`config.mk`:
```
export PLATFORM = sky130hd
export DESIGN_NAME = synth_clock_divider_bank
export DESIGN_NICKNAME = d
export VERILOG_FILES = /design/src/rtl/synth_clock_divider_bank.sv
export SDC_FILE = /design/constraint.sdc
export NUM_CORES = 1
export LEC_CHECK = 0
export ABC_CLOCK_PERIOD_IN_PS = 3900
export BUFFER_PORTS_ARGS = -buffer_cell sky130_fd_sc_hd__buf_2
export CAP_MARGIN = 5
export CORE_MARGIN = 2
export CORE_UTILIZATION = 40
export DETAILED_ROUTE_END_ITERATION = 8
export SYNTH_ARGS = -nofsm -noshare
export SYNTH_HDL_FRONTEND = slang
export SYNTH_SLANG_ARGS = --single-unit
export TNS_END_PERCENT = 20
```
`constraint.sdc`:
```
create_clock -name clk -period 3.9 [get_ports clk]
set_input_delay 0.585 -clock clk [delete_from_list [all_inputs] [get_ports clk]]
set_output_delay 0.585 -clock clk [all_outputs]
set_load 0.005 [all_outputs]
```
`src/rtl/synth_clock_divider_bank.sv`:
```
// Clock-generation bank: square-wave speaker tone, clk/2 PS/2 clock and a
// periodic note gate whose on-length is set by a 2-bit duration code.
module synth_clock_divider_bank #(
  parameter int unsigned TONE_W      = 20,
  parameter int unsigned BEAT_CYCLES = 50_000_000
) (
  input  logic              clk,
  input  logic              rst,
  input  logic [TONE_W-1:0] inCount,
  input  logic [1:0]        duration,
  output logic              speaker,
  output logic              kclk,
  output logic              playSound
);

  localparam int unsigned BW = (BEAT_CYCLES > 1) ? $clog2(BEAT_CYCLES) : 1;

  localparam logic [BW:0] LEN_Q1  = (BW+1)'(BEAT_CYCLES / 4);
  localparam logic [BW:0] LEN_Q2  = (BW+1)'(BEAT_CYCLES / 2);
  localparam logic [BW:0] LEN_Q3  = (BW+1)'((BEAT_CYCLES / 4) * 3);
  localparam logic [BW:0] LEN_Q4  = (BW+1)'(BEAT_CYCLES);
  localparam logic [BW-1:0] BLAST = BW'(BEAT_CYCLES - 1);

  logic [TONE_W-1:0] tcnt;
  logic [BW-1:0]     bcnt;
  logic [BW:0]       on_len;

  // Tone divider: >= compare lets a reduced inCount wrap at once.
  always_ff @(posedge clk) begin
    if (!rst) begin
      tcnt    <= '0;
      speaker <= 1'b0;
    end else if (inCount == '0) begin
      tcnt    <= '0;
      speaker <= 1'b0;
    end else if (tcnt >= inCount - TONE_W'(1)) begin
      tcnt    <= '0;
      speaker <= ~speaker;
    end else begin
      tcnt    <= tcnt + TONE_W'(1);
    end
  end

  always_ff @(posedge clk) begin
    if (!rst) kclk <= 1'b0;
    else      kclk <= ~kclk;
  end

  always_comb begin
    on_len = LEN_Q1;
    case (duration)
      2'd0: on_len = LEN_Q1;
      2'd1: on_len = LEN_Q2;
      2'd2: on_len = LEN_Q3;
      2'd3: on_len = LEN_Q4;
      default: on_len = LEN_Q1;
    endcase
  end

  always_ff @(posedge clk) begin
    if (!rst) begin
      bcnt      <= '0;
      playSound <= 1'b0;
    end else begin
      bcnt      <= (bcnt == BLAST) ? '0 : bcnt + BW'(1);
      playSound <= ({1'b0, bcnt} < on_len);
    end
  end

endmodule

```
; ---- Yosys cells after proc, flatten, opt, wreduce, memory -nomap -nowiden
; Cells that the tools add are included.
[word_totals]
regBits = 49
in_bits = 24
output_inout_bits = 3
word_cells = 23
[classes]
add_sub_neg = 3
n_lt_le_gt_ge = 2
eq_ne = 4
muxes = 1
n_bitwise = 3
n_reduce_logical = 5
[op_table]
columns = op, count
row1 = case mux 27 bit (4 select lines), 1
row2 = < comparator 26 x 27 -> 1 bit, 1
row3 = "adder 26 x 1 -> 26 bit, second input constant", 1
row4 = "equality test 26 bit, second input constant", 1
row5 = "adder 20 x 1 -> 20 bit, second input constant", 1
row6 = greater-or-equal comparator 20 bit, 1
row7 = logical NOT 20 bit, 1
row8 = "subtractor 20 x 1 -> 20 bit, second input constant", 1
row9 = "equality test 2 bit, second input constant", 2
row10 = OR reduction 2 bit, 2
row11 = inverter 1 bit, 3
row12 = OR reduction 3 bit, 1
row13 = "equality test 2 x 1 -> 1 bit, second input constant", 1
row14 = logical NOT 2 bit, 1

; ---- Depth between registers and ports, before layout
; Gate-level depths: netlist (run 1).
[depth]
word_depth = 3
ltp_mapped = 12
ltp_nobuf = 11

; ---- Worst setup path before layout (run 1)
; Ideal clock, no wire load.
[synth_timing]
path_kind = input to register
start = in inCount[4]
end = reg speaker
setup_time_ns = 0.121
t_arrival_ns = 2.885
required_ns = 3.779
slack_ns = 0.895
stages = 11
n_path_buf = 0
path_cell_list = nor4_4 -> nand2_2 -> nor2_1 -> nand2b_1 -> xor2_1 -> ha_1 -> nand4_1 -> nor4_1 -> o211ai_1 -> o211ai_2 -> mux2_2
[synth_via]
elab_chain_cells = 2
elab_cells_between_ends = 4
cone_classes = add/sub (1) / order compare (1) / reduce/logical (2)
[synth_rtl]
columns = element, line
row1 = "start, declared", 9  ; input logic [TONE_W-1:0] inCount,
row2 = subtractor 20 x 1 -> 20 bit / logical NOT 20 bit (equally long branches), "36, 33"
row3 = greater-or-equal comparator 20 bit / OR reduction 2 bit (equally long branches), n/a
row4 = "end signal, assigned", 38  ; speaker <= ~speaker;
row5 = "end, declared", 11  ; output logic speaker,
; Parallel ways exist; a longest one is shown, timed or not.
; A chain may end at the register's enable or synchronous reset.

; ---- Final worst setup path (run 1)
[layout_timing]
start = in inCount[2]
end = reg tcnt[13]
[layout_via]
elab_chain_cells = 3
elab_cells_between_ends = 4
cone_classes = add/sub (1) / order compare (1) / reduce/logical (2)
[layout_rtl]
columns = element, line
row1 = subtractor 20 x 1 -> 20 bit, 36  ; end else if (tcnt >= inCount - TONE_W'(1)) begin
row2 = greater-or-equal comparator 20 bit, 36
row3 = OR reduction 3 bit (no line) *, n/a
row4 = "end signal, assigned", 40  ; tcnt <= tcnt + TONE_W'(1);
row5 = "end, declared", 24  ; logic [TONE_W-1:0] tcnt;
; Every way passes the cells marked *; elsewhere a longest branch is shown, timed or not.

==> out/results.tsv, run 1 <==
metric	value	unit
status	finished clean	
Final period util	79.9	%
post-cts sizing count	0	
Hold Fails Final Rpt	0	
asr flop ratio synth	0	%
Clock Tree Root	clkbuf_8	
Setup crit end kind	register	
crit-path max FO	20	
Max Cap Viol	0	
drt pass-1 iters	4	
Routed WL per cell	13.0	um
die width	95.6	um
RR Endpoint	bcnt[5]$_SDFF_PP0_	
Crit Path Class	in -> reg	
Final Util	45.6	%
crit path launch type	input port	
I/O Buffers	26	
GRT overflow	0	
count leader, synth	dfxtp_1	
top cells by count, synth	49 x dfxtp_1, 46 x nor2_1, 42 x ha_1, 36 x xnor2_1, 30 x nor3_1	
peak supply drop	143	uV
Nets	483	
Register-to-Register Path Depth	5	
Mapped Cells	388	
GRT Util Overall	15.7	%
H-tree Lvls	2	
Crit path arrival time	3290	ps
combinational cell fraction of total power	10.0	%
Worst Hold Margin	419	ps
switching share of power	23.4	%
CTS sink count	49	
Setup TNS	0	ps
f_max	321	MHz
Power Density	284	nW/um2
CTS tree	done	
Final Setup Violations	0	
worst skew pair latency	310	ps
io pins	27	
Slew @ Worst Pin	967	ps
fillers	840	
Final HPWL DP	5340	um
Cells on Worst Hold Path	1	
first-pass GRT wire length	11700	um
initial antenna violation count	0	
pin count of the biggest net entering global routing	26	
dpl cells	515	
Max Clock Skew	15.2	ps
Rel. slew slack	35.5	%
Num CTS Buffers	5	
Synth area leaders	dfxtp_1 29%, ha_1 16%, xnor2_1 9.4%	
vias post-DR	2744	
WP data required	4080	ps
Internal Power	811	uW
hold buffers post-CTS	0	
Starting DRT DRC Count	63	
vias in the first global route	2565	
Starting Density	41.1	%
sequential share of power	48.5	%
Yosys top cell area share	29.2	%
Setup Buffers After CTS	0	
RSZ-0062 raised after global routing	false	
Clock power frac	41.5	%
fin crit period	3120	ps
post-route DRC violation count	0	
placer congestion estimate	0.785	
Worst setup startpoint	inCount[2]	
count of unique library cells instantiated by Yosys	45	
Final Power	1060	uW
Routed Antenna Nets	0	
R2R Setup Slk	1810	ps
area of the mapped netlist	3360	um2
EDFF count, synth	0	
switching power of the nets	248	uW
# rows	33	
post-synth top area cell	dfxtp_1	
syn avg cell area	8.66	um2
clock buffer depth	2	
post-synthesis net count	454	
antenna cells	0	
register area share after synthesis	29.2	%
Hold Path Sink	kclk$_SDFF_PN0_	
synthesized flop and latch total	49	
Vias per Instance	5.25	
worst r2r src	bcnt[13]$_SDFF_PP0_	
fraction of layout cells with a size suffix above 1	11.5	%
CORE AREA	8180	um2
max-slew violations	0	
Routed WL	6810	um
Leakage	0.00145	uW
Hold Crit Start	kclk$_SDFF_PN0_	
Min-Delay Path Class	reg -> reg	
P&R area growth vs syn	11.1	%
die height	95.6	um
die area	9140	um2
Layout Cells excl Fill	523	
Synth Flop Type	dfxtp_1	
Ys Warns	0	
Clock transition at path regs	100	ps
-- layout by cell type, fill, tap and decap left out, drive strengths merged, types with 3 or more instances in the layout --
| cell | netlist | final |
|---|---|---|
| xor2 | 23 | 23 |
| and4 | 7 | 7 |
| o21ai | 3 | 3 |
| nor2b | 4 | 4 |
| nand2b | 3 | 3 |
| clkbuf | 0 | 5 |
| a21oi | 10 | 10 |
| buf | 6 | 28 |
| nand3 | 18 | 18 |
| a211oi | 3 | 3 |
| nor4 | 14 | 14 |
| inv | 16 | 17 |
| nor2 | 46 | 46 |
| ha | 42 | 42 |
| dfxtp | 49 | 49 |
| nand2 | 27 | 27 |
| and3 | 7 | 7 |
| xnor2 | 36 | 36 |
| nand4 | 19 | 19 |
| nor3 | 30 | 30 |
| a21o | 3 | 3 |
-- stage by stage --
step | worst slack (ps) | cell area, um2
after global routing | 561 | 3730
after global placement | 535 | 3590
final | 784 | 3730
after floorplan | 895 | 3360
after detailed placement | 435 | 3590
after CTS | 763 | 3730
-- registers in the layout, summed over array words and instances (netlist names) --
signal     cells
bcnt          26
kclk           1
playSound      1
speaker        1
tcnt          20
-- worst max-delay path by stage --
stage,to,cells past startpoint,slack (ps)
CTS,tcnt[13]$_SDFF_PP0_,13,760
detailed placement,tcnt[13]$_SDFF_PP0_,13,440
global route,tcnt[19]$_SDFF_PP0_,13,560
floorplan,speaker$_SDFFE_PP0P_,11,890
global placement,tcnt[17]$_SDFF_PP0_,13,530
finish,tcnt[13]$_SDFF_PP0_,13,780
-- layer usage --
layer / track usage [%] / part of all wire [%]
met1: 19.6 / 48
met4: 4.17 / 1.6
met5: 0 / 0
met3: 2.13 / 2.6
met2: 28.3 / 48
-- worst max-delay path: stages --
cell and delay (ps):
buf_2 120, nor2_1 270, nand3_1 240, nor2_1 300
nand2b_1 100, xor2_1 150, ha_1 300, nand4_1 180
nor4_1 330, o211ai_1 150, o211ai_2 190, buf_4 280
nor3b_1 90
-- layout make-up --
type	count	area [um2]	area share [%]
tap	105	131	3.52
timing repair buffer	28	145	3.89
multi-input combinational	317	2270	61.0
inverter	16	60.1	1.61
clock buffer	5	68.8	1.85
sequential	49	981	26.3
clock inverter	3	68.8	1.85
-- kinds of logic (layout without fill, tap and decap cells) --
logic type | after synthesis | after routing | synth area share [%]
and+or+nand+nor | 186 | 186 | 29.8
adders and majority gates | 42 | 42 | 15.6
buffers and inverters | 22 | 52 | 3.06
xor gates and xnor gates | 59 | 59 | 15.4
DFF | 49 | 49 | 29.2
muxes | 1 | 1 | 0.335
AOI/OAI and AO/OA | 29 | 29 | 6.52
-- power groups by stage --
stage               sequential, uW  clock [uW]  combinational [uW]
floorplan                      523           0                68.4
global placement               525           0                 104
detailed placement             525           0                 107
CTS                            514         450                 108
global route                   515         472                 122
finish                         513         439                 106
(Power assumes the default switching activity.)
==> inputs of run 2 (changes only) <==
--- a/config.mk
+++ b/config.mk
@@ -5,7 +5,7 @@
 export SDC_FILE = /design/constraint.sdc
 export NUM_CORES = 1
 export LEC_CHECK = 0
-export ABC_CLOCK_PERIOD_IN_PS = 3900
+export ABC_CLOCK_PERIOD_IN_PS = 3120
 export BUFFER_PORTS_ARGS = -buffer_cell sky130_fd_sc_hd__buf_2
 export CAP_MARGIN = 5
 export CORE_MARGIN = 2
==> constraint.sdc (replaced) <==
create_clock -name clk -period 3.12 [get_ports clk]
set_input_delay 0.468 -clock clk [delete_from_list [all_inputs] [get_ports clk]]
set_output_delay 0.468 -clock clk [all_outputs]
set_load 0.005 [all_outputs]
==> run 2 against run 1 <==
Sequential share of layout area shrank 0.50 points. Global-route usage is essentially flat. Utilization grew 0.89 points. Clock power grew 7.7%. Non-clock buffer count grew 10. Routed wire length grew 0.41%. Combinational power grew 31%. Critical path depth shrank 1. Count of clock-buffer cells in the layout is the same. Critical endpoint is now tcnt[15]$_SDFF_PP0_. Highest routed layer unchanged.
==> out/results.tsv, run 2 (synthesis gave the netlist of run 1 again) <==
metric	value	unit
Crit path arrival time	3020	ps
Final Setup Violations	0	
RSZ-0062 raised after global routing	false	
# rows	33	
CTS tree	done	
die area	9140	um2
max-slew violations	0	
Num CTS Buffers	5	
crit-path max cell delay	330	ps
Crit Path Class	in -> reg	
drt pass-1 iters	4	
io pins	27	
first-pass GRT wire length	11600	um
Starting Density	41.1	%
Max Clock Skew	11.8	ps
Setup Buffers After CTS	0	
Leakage	0.00149	uW
die width	95.6	um
Power Density	330	nW/um2
Vias per Instance	5.14	
fraction of layout cells with a size suffix above 1	14.3	%
Slew @ Worst Pin	1010	ps
WP data required	3310	ps
GRT Util Overall	15.7	%
crit path launch type	input port	
Final Util	46.5	%
Hold Fails Final Rpt	0	
I/O Buffers	26	
pre-CTS WS	-135	ps
Top reg by flops	bcnt	
commonest non-fill, non-tap cell in the layout	dfxtp_1	
Clock Tree Root	clkbuf_8	
Top Registers	bcnt (26), tcnt (20)	
Final HPWL DP	5340	um
Max Cap Viol	0	
area of the multi-input gates	2290	um2
Layout Cells excl Fill	533	
commonest cells after routing, fill and taps aside	49 x dfxtp_1, 46 x nor2_1, 42 x ha_1	
crit-path max FO	20	
Storage cell area	981	um2
CORE AREA	8180	um2
setup ws final	288	ps
Post-Route M1 WL	3270	um
clock buffer depth	2	
CP Cell Sequence	buf_2 > nor4_4 > nand4_1 > nor3_1 > xnor2_1 > ha_1 > nand4_1 > nor4_2 > o211ai_1 > o211ai_2 > buf_4 > nor3_1	
fin crit period	2830	ps
Routed WL	6840	um
CTS sink count	49	
antenna cells	0	
Setup crit end kind	register	
met2 WL post-DR	3280	um
die height	95.6	um
Max Used Layer	met4	
Starting DRT DRC Count	51	
met3 wire length	176	um
Rel. slew slack	32.9	%
Final period util	90.8	%
vias post-DR	2741	
Clock transition at path regs	100	ps
Nets	493	
H-tree Lvls	2	
GRT overflow	0	
f_max	353	MHz
fillers	818	
placer congestion estimate	0.778	
P&R area growth vs syn	13.2	%
dpl cells	525	
initial antenna violation count	0	
Worst Hold Margin	421	ps
status	finished clean	
peak supply drop	196	uV
post-route DRC violation count	0	
Routed WL per cell	12.8	um
Min-Delay Path Class	reg -> reg	
vias in the first global route	2626	
pin count of the biggest net entering global routing	26	
worst skew pair latency	310	ps
Routed Antenna Nets	0	
max reg flops	26	
worst-path cell with the longest stage delay	nor4_4	
## run 2: cell types whose count changed in the layout (fill, tap and decap cells not counted), sizes merged
cell and change:
bufinv -1, inv +1, buf +10
## run 2: path summary, 6_finish.rpt
| kind | depth (start not counted) | slack, ps | endpoint | startpoint |
|---|---|---|---|---|
| worst max register to register | 4 | 970 | bcnt[12]$_SDFF_PP0_ | bcnt[17]$_SDFF_PP0_ |
| worst max-delay path | 12 | 290 | tcnt[15]$_SDFF_PP0_ | inCount[4] |
| worst min-delay path | 1 | 420 | kclk$_SDFF_PN0_ | kclk$_SDFF_PN0_ |
| worst min register to register | 1 | 420 | kclk$_SDFF_PN0_ | kclk$_SDFF_PN0_ |
## run 2: final cells by class
class | count | area share, %
multi-input cells | 317 | 60.3
flip-flops and latches | 49 | 25.8
repair buffers | 38 | 5.79
well taps | 105 | 3.46
clock buffers | 5 | 1.81
inverters | 16 | 1.58
clock inverters | 3 | 1.25
## run 2: what timing repair did
item	in CTS	in global routing
hold buffers	0	0
endpoints found under the setup margin	0	2
gates resized for setup	0	3
## run 2: routing by layer
layer  up-vias  GRT usage, %
li1       1460             -
met1      1233          19.2
met2        40          28.7
met3         8          2.29
met4         0          4.05
met5         -             0
## run 2: metrics by stage
stage / cell area [um2] / setup TNS [ps] / total power [uW]
4_1_cts: 3780 / 0 / 1270
2_1_floorplan: 3360 / 0 / 740
6_report: 3800 / 0 / 1250
3_5_place_dp: 3670 / -2200 / 796
3_3_place_gp: 3670 / -247 / 791
5_1_grt: 3800 / 0 / 1310
## run 2: critical path: cells and delay by family
kind                       cells  cell delay, ps
AOI/OAI and AO/OA              2             320
xor gates and xnor gates       1             100
adders and majority gates      1             300
buffers and inverters          2             390
and+or+nand+nor                6            1440
## run 2: power breakdown
part,switching [uW],internal [uW]
Sequential,8.27,633
Combinational,76.9,62.0
Clock,228,245
Total,313,940
